**config.mk**
```make
export PLATFORM = sky130hd
export DESIGN_NAME = load_store_unit
export DESIGN_NICKNAME = d
export VERILOG_FILES = /design/src/rtl/load_store_unit.sv
export SDC_FILE = /design/constraint.sdc
export NUM_CORES = 1
export LEC_CHECK = 0
export ABC_AREA = 1
export ABC_CLOCK_PERIOD_IN_PS = 2000
export BUFFER_PORTS_ARGS = -buffer_cell sky130_fd_sc_hd__buf_2
export CAP_MARGIN = 20
export CORE_UTILIZATION = 49
export DETAILED_ROUTE_END_ITERATION = 10
export HOLD_SLACK_MARGIN = 0.08
export PLACE_DENSITY = 0.9
export SLEW_MARGIN = 10
export SYNTH_ARGS = -nofsm -noshare
export SYNTH_HDL_FRONTEND = slang
export SYNTH_SLANG_ARGS = --single-unit
```
**constraint.sdc**
```tcl
create_clock -name clk -period 2 [get_ports clk]
set_input_delay 0.4 -clock clk [delete_from_list [all_inputs] [get_ports clk]]
set_output_delay 0.4 -clock clk [all_outputs]
set_load 0.02 [all_outputs]
```
**src/rtl/load_store_unit.sv**
```systemverilog
// Load/store unit: one memory op per request over a req/ack word port,
// returning lane-aligned, sign/zero-extended load data.
module load_store_unit #(
    parameter int ACK_TIMEOUT = 16
) (
    input  logic        clk,
    input  logic        rstn,
    input  logic        reqValid,
    output logic        reqReady,
    input  logic        memWrite,
    input  logic [2:0]  loadCtrl,
    input  logic [1:0]  storeCtrl,
    input  logic [31:0] address,
    input  logic [31:0] writeData,
    output logic        busy,
    output logic        rspValid,
    output logic        rspError,
    output logic [31:0] rspData,
    output logic        memReq,
    output logic        memWe,
    output logic [31:0] memAddr,
    output logic [3:0]  memBe,
    output logic [31:0] memWdata,
    input  logic        memAck,
    input  logic [31:0] memRdata
);

    localparam logic [1:0] IDLE   = 2'd0;
    localparam logic [1:0] ACCESS = 2'd1;
    localparam logic [1:0] RESP   = 2'd2;
    localparam logic [1:0] ERR    = 2'd3;

    localparam logic [7:0] LAST_WAIT = 8'(ACK_TIMEOUT - 1);

    logic [1:0]  state;
    logic [7:0]  waitCnt;
    logic        isWrite;
    logic        isUnsigned;
    logic [1:0]  size;
    logic [1:0]  lane;

    logic [1:0]  reqSize;
    logic        reqLegal;
    logic        reqMisaligned;
    logic [3:0]  reqBe;
    logic [31:0] reqWdata;

    logic [31:0] shifted;
    logic [15:0] laneHalf;
    logic [31:0] loadData;

    assign reqReady = (state == IDLE);

    // Size encoding is shared: 0 byte, 1 half, 2 word, 3 illegal.
    always_comb begin
        reqSize = memWrite ? storeCtrl : loadCtrl[1:0];
        reqLegal = memWrite ? (storeCtrl != 2'b11)
                            : (loadCtrl[1:0] != 2'b11) && !(loadCtrl[2] && loadCtrl[1]);
        reqMisaligned = 1'b0;
        reqBe = 4'b1111;
        reqWdata = writeData;
        unique case (1'b1)
            (reqSize == 2'd0): begin
                reqBe = 4'b0001 << address[1:0];
                reqWdata = {4{writeData[7:0]}};
            end
            (reqSize == 2'd1): begin
                reqBe = 4'b0011 << {address[1], 1'b0};
                reqWdata = {2{writeData[15:0]}};
                reqMisaligned = address[0];
            end
            default: begin
                reqMisaligned = |address[1:0];
            end
        endcase
        if (!memWrite) begin
            reqWdata = 32'd0;
        end
    end

    always_comb begin
        shifted = memRdata >> {lane, 3'b000};
        laneHalf = lane[1] ? memRdata[31:16] : memRdata[15:0];
        loadData = memRdata;
        unique case (1'b1)
            (size == 2'd0):
                loadData = {{24{~isUnsigned & shifted[7]}}, shifted[7:0]};
            (size == 2'd1):
                loadData = {{16{~isUnsigned & laneHalf[15]}}, laneHalf};
            default:
                loadData = memRdata;
        endcase
        if (isWrite) begin
            loadData = 32'd0;
        end
    end

    always_ff @(posedge clk) begin
        if (!rstn) begin
            state      <= IDLE;
            waitCnt    <= 8'd0;
            isWrite    <= 1'b0;
            isUnsigned <= 1'b0;
            size       <= 2'd0;
            lane       <= 2'd0;
            busy       <= 1'b0;
            rspValid   <= 1'b0;
            rspError   <= 1'b0;
            rspData    <= 32'd0;
            memReq     <= 1'b0;
            memWe      <= 1'b0;
            memAddr    <= 32'd0;
            memBe      <= 4'd0;
            memWdata   <= 32'd0;
        end else begin
            unique case (state)
                IDLE: begin
                    if (reqValid) begin
                        isWrite    <= memWrite;
                        isUnsigned <= loadCtrl[2];
                        size       <= reqSize;
                        lane       <= address[1:0];
                        waitCnt    <= 8'd0;
                        busy       <= 1'b1;
                        if (reqLegal && !reqMisaligned) begin
                            state    <= ACCESS;
                            memReq   <= 1'b1;
                            memWe    <= memWrite;
                            memAddr  <= {address[31:2], 2'b00};
                            memBe    <= reqBe;
                            memWdata <= reqWdata;
                        end else begin
                            state    <= ERR;
                            rspValid <= 1'b1;
                            rspError <= 1'b1;
                            rspData  <= 32'd0;
                        end
                    end
                end
                ACCESS: begin
                    // An ack in the final allowed cycle still completes normally.
                    if (memAck) begin
                        state    <= RESP;
                        memReq   <= 1'b0;
                        memWe    <= 1'b0;
                        rspValid <= 1'b1;
                        rspError <= 1'b0;
                        rspData  <= loadData;
                    end else if (waitCnt == LAST_WAIT) begin
                        state    <= ERR;
                        waitCnt  <= waitCnt + 8'd1;
                        memReq   <= 1'b0;
                        memWe    <= 1'b0;
                        rspValid <= 1'b1;
                        rspError <= 1'b1;
                        rspData  <= 32'd0;
                    end else begin
                        waitCnt <= waitCnt + 8'd1;
                    end
                end
                default: begin
                    state    <= IDLE;
                    busy     <= 1'b0;
                    rspValid <= 1'b0;
                    rspError <= 1'b0;
                    rspData  <= 32'd0;
                end
            endcase
        end
    end

endmodule

```
==> out/metrics.csv, run 1 <==
stage;metric;value;unit
status;run_status;complete, no violations;
clocking;hold_buffers;0;
cells_and_area;syn2layout_area_growth;31.9;%
pwr;p_leak;3.52;nW
synthesis;synth_seq_area_share;0.440;
critical_path;end_kind;flop;
clocking;cts_setup_buffers;0;
place;io_buffer_count;209;
detailed_routing;avgRoutedWirePerCell;14.1;um
critical_path;worst_ep_required_time;2.44;ns
detailed_routing;drt_wl_total;16300;um
timing;setup_viol;0;
critical_path;slowest_stage;dfxtp_1;
critical_path;start_kind;flop;
critical_path;cp_max_fo;7;
detailed_routing;drc_errors;0;
critical_path;crit_family;simple AND/OR/NAND/NOR gates;
timing;skew;0.00802;ns
critical_path;worstSetupPathType;flop to flop;
critical_path;worstPathCellList;inv_2 -> nand2_1 -> nor2_1 -> inv_2 -> nand2_1 -> inv_1 -> nor2_1 -> nand2_1 -> nand2_1 -> nor3b_1;
die;std_cell_rows;38;
timing;tns;0;ns
global_routing;grt_pass1_wl;26000;um
timing;max-slew-margin-rel;0.615;
detailed_routing;drtIter0Drc;671;
cells_and_area;final_nets;1110;
die;num_io_pins;212;
clocking;clock-root-buffer;clkbuf_8;
critical_path;arrival;2.22;ns
global_routing;antenna_found_initial;0;
place;routabilityCongestion;0.983;
timing;post-route-min-period;1.78;ns
synthesis;yosysMostFrequentCell;nand2_1;
timing;tightest_slew;0.577;ns
clocking;cts_tree;done;
critical_path;worst-path-buf-inv;3;
detailed_routing;dr.pass1.iters;5;
die;die_y;107;um
die;start_util;0.502;
synthesis;syn_area;5420;sq um
clocking;cts_buffer_depth;2;
critical_path;cpPeakStageDelay;0.35;ns
synthesis;yosysTopAreaCell;dfxtp_1;
clocking;clock_latency;0.52;ns
place;dp_hpwl;11300;um
synthesis;synth_area_leaders;dfxtp_1, nand2_1, nor2_1, o21ai_0, a21oi_1;
hold_path;hold_class;input pin to flop;
pwr;vdd_ir_drop_max;0.781;mV
synthesis;avgSynthCellArea;6.74;sq um
clocking;ctsHtreeMaxLevel;4;
place;dp_cells;1124;
global_routing;track_usage;0.290;
critical_path;crit_top_cell;nand2_1;
detailed_routing;antenna_left;0;
pwr;power.density;965;nW/um^2
global_routing;grt_max_degree;70;
synthesis;synth_top_area_frac;0.440;
clocking;clk_pin_slew_worst_paths;0.06;ns
synthesis;synth_edf_count;0;
global_routing;grt_pass1_vias;5508;
timing;timing.fmax;561;MHz
synthesis;yosysWarnings;0;
synthesis;ys_top_cells_by_count;nand2_1, nor2_1, dfxtp_1;
cells_and_area;fin_cells;1156;
die;die_w;107;um
timing;final_max_slew_viol_count;0;
die;coreArea;10800;sq um
synthesis;synthFlopType;dfxtp_1;
cells_and_area;final.fill_count;931;
timing;rsz0062_at_grt;false;
synthesis;synthArstFlopShare;0;
synthesis;netlist_instances;804;
timing;fin_crit_sh;0.892;
cells_and_area;num_antenna_cells;0;
global_routing;grt_overflow_total;0;
die;die-area;11500;sq um
cells_and_area;drive_gt1_frac;0.276;
flow_run;maxCapViolations;0;
pwr;total_power;0.00690;W
clocking;cts_buffers;17;
synthesis;yosysUniqueCellTypes;32;
detailed_routing;vias;6129;
timing;finalHoldViolations;0;
clocking;cts.sinks;119;
synthesis;synth_seq_cells;119;
detailed_routing;detail_route.vias_per_cell;5.30;
clocking;post_cts.resized_instances;0;
tightest hold or removal path: stages:
cell and delay, ns:
buf_2 0.07, nor2_1 0.03, nor2_1 0.08
routing by layer:
layer  global-route usage  vias to the layer above  wire (um)
met3               0.0796                       33       1630
met4                0.114                        0        369
li1                     -                     2980          -
met2                0.485                      341       7790
met1                0.352                     2775       6480
met5                    0                        -          0
sequential cells by signal, indices dropped and copies added, names as in the netlist:
| signal | flops |
|---|---|
| memReq | 1 |
| memWdata | 32 |
| size | 2 |
| rspError | 1 |
| busy | 1 |
| waitCnt | 8 |
| memBe | 4 |
| state | 2 |
| isWrite | 1 |
| lane | 2 |
| isUnsigned | 1 |
| rspValid | 1 |
| memAddr | 30 |
| memWe | 1 |
| rspData | 32 |
cells by family (layout without fill, tap and decap cells):
family | Yosys count | in the layout | synth area share
compound gates | 180 | 180 | 0.176
xor+xnor | 1 | 1 | 0.00162
fa+ha+maj | 1 | 1 | 0.00231
buf+inv | 87 | 298 | 0.0702
flops | 119 | 119 | 0.440
other cells | 1 | 2 | 0.000692
simple gates | 415 | 415 | 0.309
final cells by class:
cell class              count  area (sq um)  share of cell area
clock inverters            13           120              0.0168
repair buffers            226          1210               0.169
inverters                  40           150              0.0210
clock buffers              19           442              0.0618
flip-flops and latches    119          2380               0.333
well taps                 140           175              0.0245
multi-input cells         599          2670               0.373
metrics by stage:
step,utilization,worst slack [ns],hold WS (ns),instance area [sq um]
floorplan,-,0.390,0.424,5420
global placement,0.610,0.146,0.429,6580
detailed placement,0.610,0.114,0.435,6580
CTS,0.662,0.204,0.0898,7150
global route,0.662,0.0273,0.0905,7150
finish,0.662,0.217,0.0996,7150
where the power goes:
part / internal (W) / switching (W) / total, W
clock network: 0.00172 / 0.00116 / 0.00288
logic: 0.000466 / 0.000913 / 0.00138
registers: 0.00254 / 0.0000942 / 0.00264
path summary, 6_finish.rpt:
check / slack [ns] / cells after the start / startpoint / to
max: 0.22 / 10 / state[1] / waitCnt[4]
min: 0.1 / 3 / address[17] / memAddr[17]
max reg2reg: 0.22 / 10 / state[1] / waitCnt[4]
min reg2reg: 0.45 / 2 / memWdata[12] / memWdata[12]
cell usage in the layout (no fill, tap or decap), types with 3 or more instances in the layout:
cell,instances
buf_2,209
nor2_1,175
a21boi_0,7
clkbuf_16,16
clkinv_2,3
inv_1,34
nand3_2,4
o211ai_1,10
nand3_1,24
dfxtp_1,119
o21ai_0,83
inv_6,4
clkinvlp_4,3
inv_2,6
buf_12,3
a21oi_1,70
o22ai_1,5
nor3b_1,3
nand2_1,188
or2_2,7
buf_4,14
clkbuf_8,3
nor3_1,4
o21ai_1,3
(Power assumes the default switching activity.)
==> run 2: changes to the inputs <==
--- a/config.mk
+++ b/config.mk
@@ -12,7 +12,7 @@
 export CORE_UTILIZATION = 49
 export DETAILED_ROUTE_END_ITERATION = 10
 export HOLD_SLACK_MARGIN = 0.08
-export PLACE_DENSITY = 0.9
+export PLACE_DENSITY = 0.85
 export SLEW_MARGIN = 10
 export SYNTH_ARGS = -nofsm -noshare
 export SYNTH_HDL_FRONTEND = slang
==> run 2 against run 1 <==
Compared with the run above:
- combinational power barely moved
- non-clock buffer count rose by 3
- total power rose by 3.6%
- die area did not move
- count of clock-buffer cells in the layout did not move
- first-iteration DRC count fell by 24%
- clock power rose by 8.3%
- worst setup slack got worse by 0.018 ns
- critical path type unchanged
- critical endpoint unchanged
- largest cell class unchanged
==> out/metrics.csv, run 2 (synthesis gave the netlist of run 1 again) <==
stage;metric;value;unit
clocking;clk_pin_slew_worst_paths;0.06;ns
global_routing;antenna_found_initial;0;
cells_and_area;drive_gt1_frac;0.279;
global_routing;grt_pass1_vias;5540;
detailed_routing;drc_errors;0;
cells_and_area;final.fill_count;929;
critical_path;r2r_cells;10;
pwr;p_leak;3.56;nW
place;routabilityCongestion;0.985;
timing;rsz0062_at_grt;false;
clocking;cts_tree;done;
critical_path;arrival;2.23;ns
clocking;clock_latency;0.51;ns
hold_path;min_path_cells;3;
global_routing;grt_max_degree;50;
cells_and_area;top_regs;memWdata (32), rspData (32), memAddr (30);
clocking;ctsHtreeMaxLevel;4;
cells_and_area;final_core_util;0.670;
critical_path;cp_max_fo;7;
pwr;power.density;988;nW/um^2
timing;setup_viol;0;
cells_and_area;layout_common_cells;buf_2, nand2_1, nor2_1;
timing;max-slew-margin-rel;0.613;
place;dp_hpwl;11600;um
place;io_buffer_count;209;
critical_path;end_kind;flop;
critical_path;worst-path-buf-inv;3;
clocking;cts_setup_buffers;0;
timing;final_max_slew_viol_count;0;
critical_path;timing.rr.start;state[1];
critical_path;worstPathCellList;inv_2 -> nand2_1 -> nor2_2 -> inv_2 -> nand2_1 -> inv_1 -> nor2_1 -> nand2_1 -> nand2_1 -> nor3b_1;
status;run_status;complete, no violations;
detailed_routing;dr.pass1.iters;5;
timing;tns;0;ns
detailed_routing;vias;6156;
critical_path;reg2reg_slack;0.20;ns
die;num_io_pins;212;
critical_path;worstSetupPathType;flop to flop;
timing;timing.fmax;555;MHz
flow_run;maxCapViolations;0;
clocking;cts.sinks;119;
clocking;post_cts.resized_instances;0;
critical_path;crit_family;simple AND/OR/NAND/NOR gates;
cells_and_area;num_antenna_cells;0;
hold_path;hold_class;input pin to flop;
critical_path;cpPeakStageDelay;0.35;ns
cells_and_area;fin_cells;1159;
timing;finalHoldViolations;0;
place;dp_cells;1127;
pwr;vdd_ir_drop_max;0.628;mV
timing;skew;0.00538;ns
cells_and_area;final_nets;1113;
clocking;cts_buffer_depth;2;
cells_and_area;layout_commonest_cell;buf_2;
clocking;cts_buffers;17;
detailed_routing;antenna_left;0;
cells_and_area;syn2layout_area_growth;33.5;%
die;start_util;0.502;
hold_path;hold_path_end;memAddr[17];
die;die_y;107;um
clocking;hold_buffers;0;
timing;timing.hold.ws;0.111;ns
hold_path;hp-start;address[17];
critical_path;r2r_end;waitCnt[4];
die;coreArea;10800;sq um
global_routing;grt_overflow_total;0;
detailed_routing;avgRoutedWirePerCell;14.2;um
die;die-area;11500;sq um
detailed_routing;drt_wl_total;16400;um
timing;fin_crit_sh;0.901;
global_routing;grt_pass1_wl;25800;um
timing;post-route-min-period;1.80;ns
critical_path;crit_top_cell;nand2_1;
global_routing;track_usage;0.285;
detailed_routing;drtIter0Drc;507;
critical_path;start_kind;flop;
timing;tightest_slew;0.581;ns
die;die_w;107;um
die;std_cell_rows;38;
critical_path;worst_ep_required_time;2.43;ns
critical_path;slowest_stage;dfxtp_1;
detailed_routing;detail_route.vias_per_cell;5.31;
clocking;clock-root-buffer;clkbuf_8;
==> run 2: changes by cell type in the layout (fill, tap and decap cells not counted), sizes merged <==
cell / before / now
bufinv: 1 / 3
buf: 226 / 229
inv: 44 / 42
==> run 2: how the worst max path moves through the flow <==
stage          cells after the start  slack, ns           end     start
2_1_floorplan                      9       0.39  memWdata[25]  state[1]
3_3_place_gp                      10       0.28  memWdata[13]  memWrite
5_1_grt                           10       0.05    waitCnt[4]  state[1]
6_report                          10       0.20    waitCnt[4]  state[1]
3_5_place_dp                      11       0.18  memWdata[21]  memWrite
4_1_cts                           10       0.15    waitCnt[4]  state[1]
==> run 2: layer usage <==
metal | routed length [um] | global-route usage
met2 | 7800 | 0.472
met3 | 1580 | 0.0748
met5 | 0 | 0
met4 | 494 | 0.137
met1 | 6540 | 0.343
==> run 2: metrics by stage <==
step	setup WS (ns)	total power, W	instance area [sq um]
after global placement	0.278	0.00404	6620
after detailed placement	0.184	0.00405	6620
after floorplan	0.390	0.00356	5420
final	0.198	0.00714	7230
after CTS	0.146	0.00716	7230
after global routing	0.0499	0.00745	7230
==> run 2: worst min-delay path, stage by stage <==
cell    delay [ns]
buf_2         0.07
nor2_1        0.03
nor2_1        0.08
==> run 2: report_power, final <==
part,switching (W),internal (W)
combinational,0.000912,0.000473
clock,0.00114,0.00198
sequential,0.0000971,0.00254
total,0.00215,0.00499
==> run 2: final cells by class <==
type | count | area [sq um] | share of cell area
Sequential cell | 119 | 2380 | 0.329
Inverter | 40 | 150 | 0.0208
Timing Repair Buffer | 229 | 1250 | 0.172
Tap cell | 140 | 175 | 0.0242
Clock inverter | 13 | 170 | 0.0235
Clock buffer | 19 | 442 | 0.0611
Multi-Input combinational cell | 599 | 2670 | 0.369
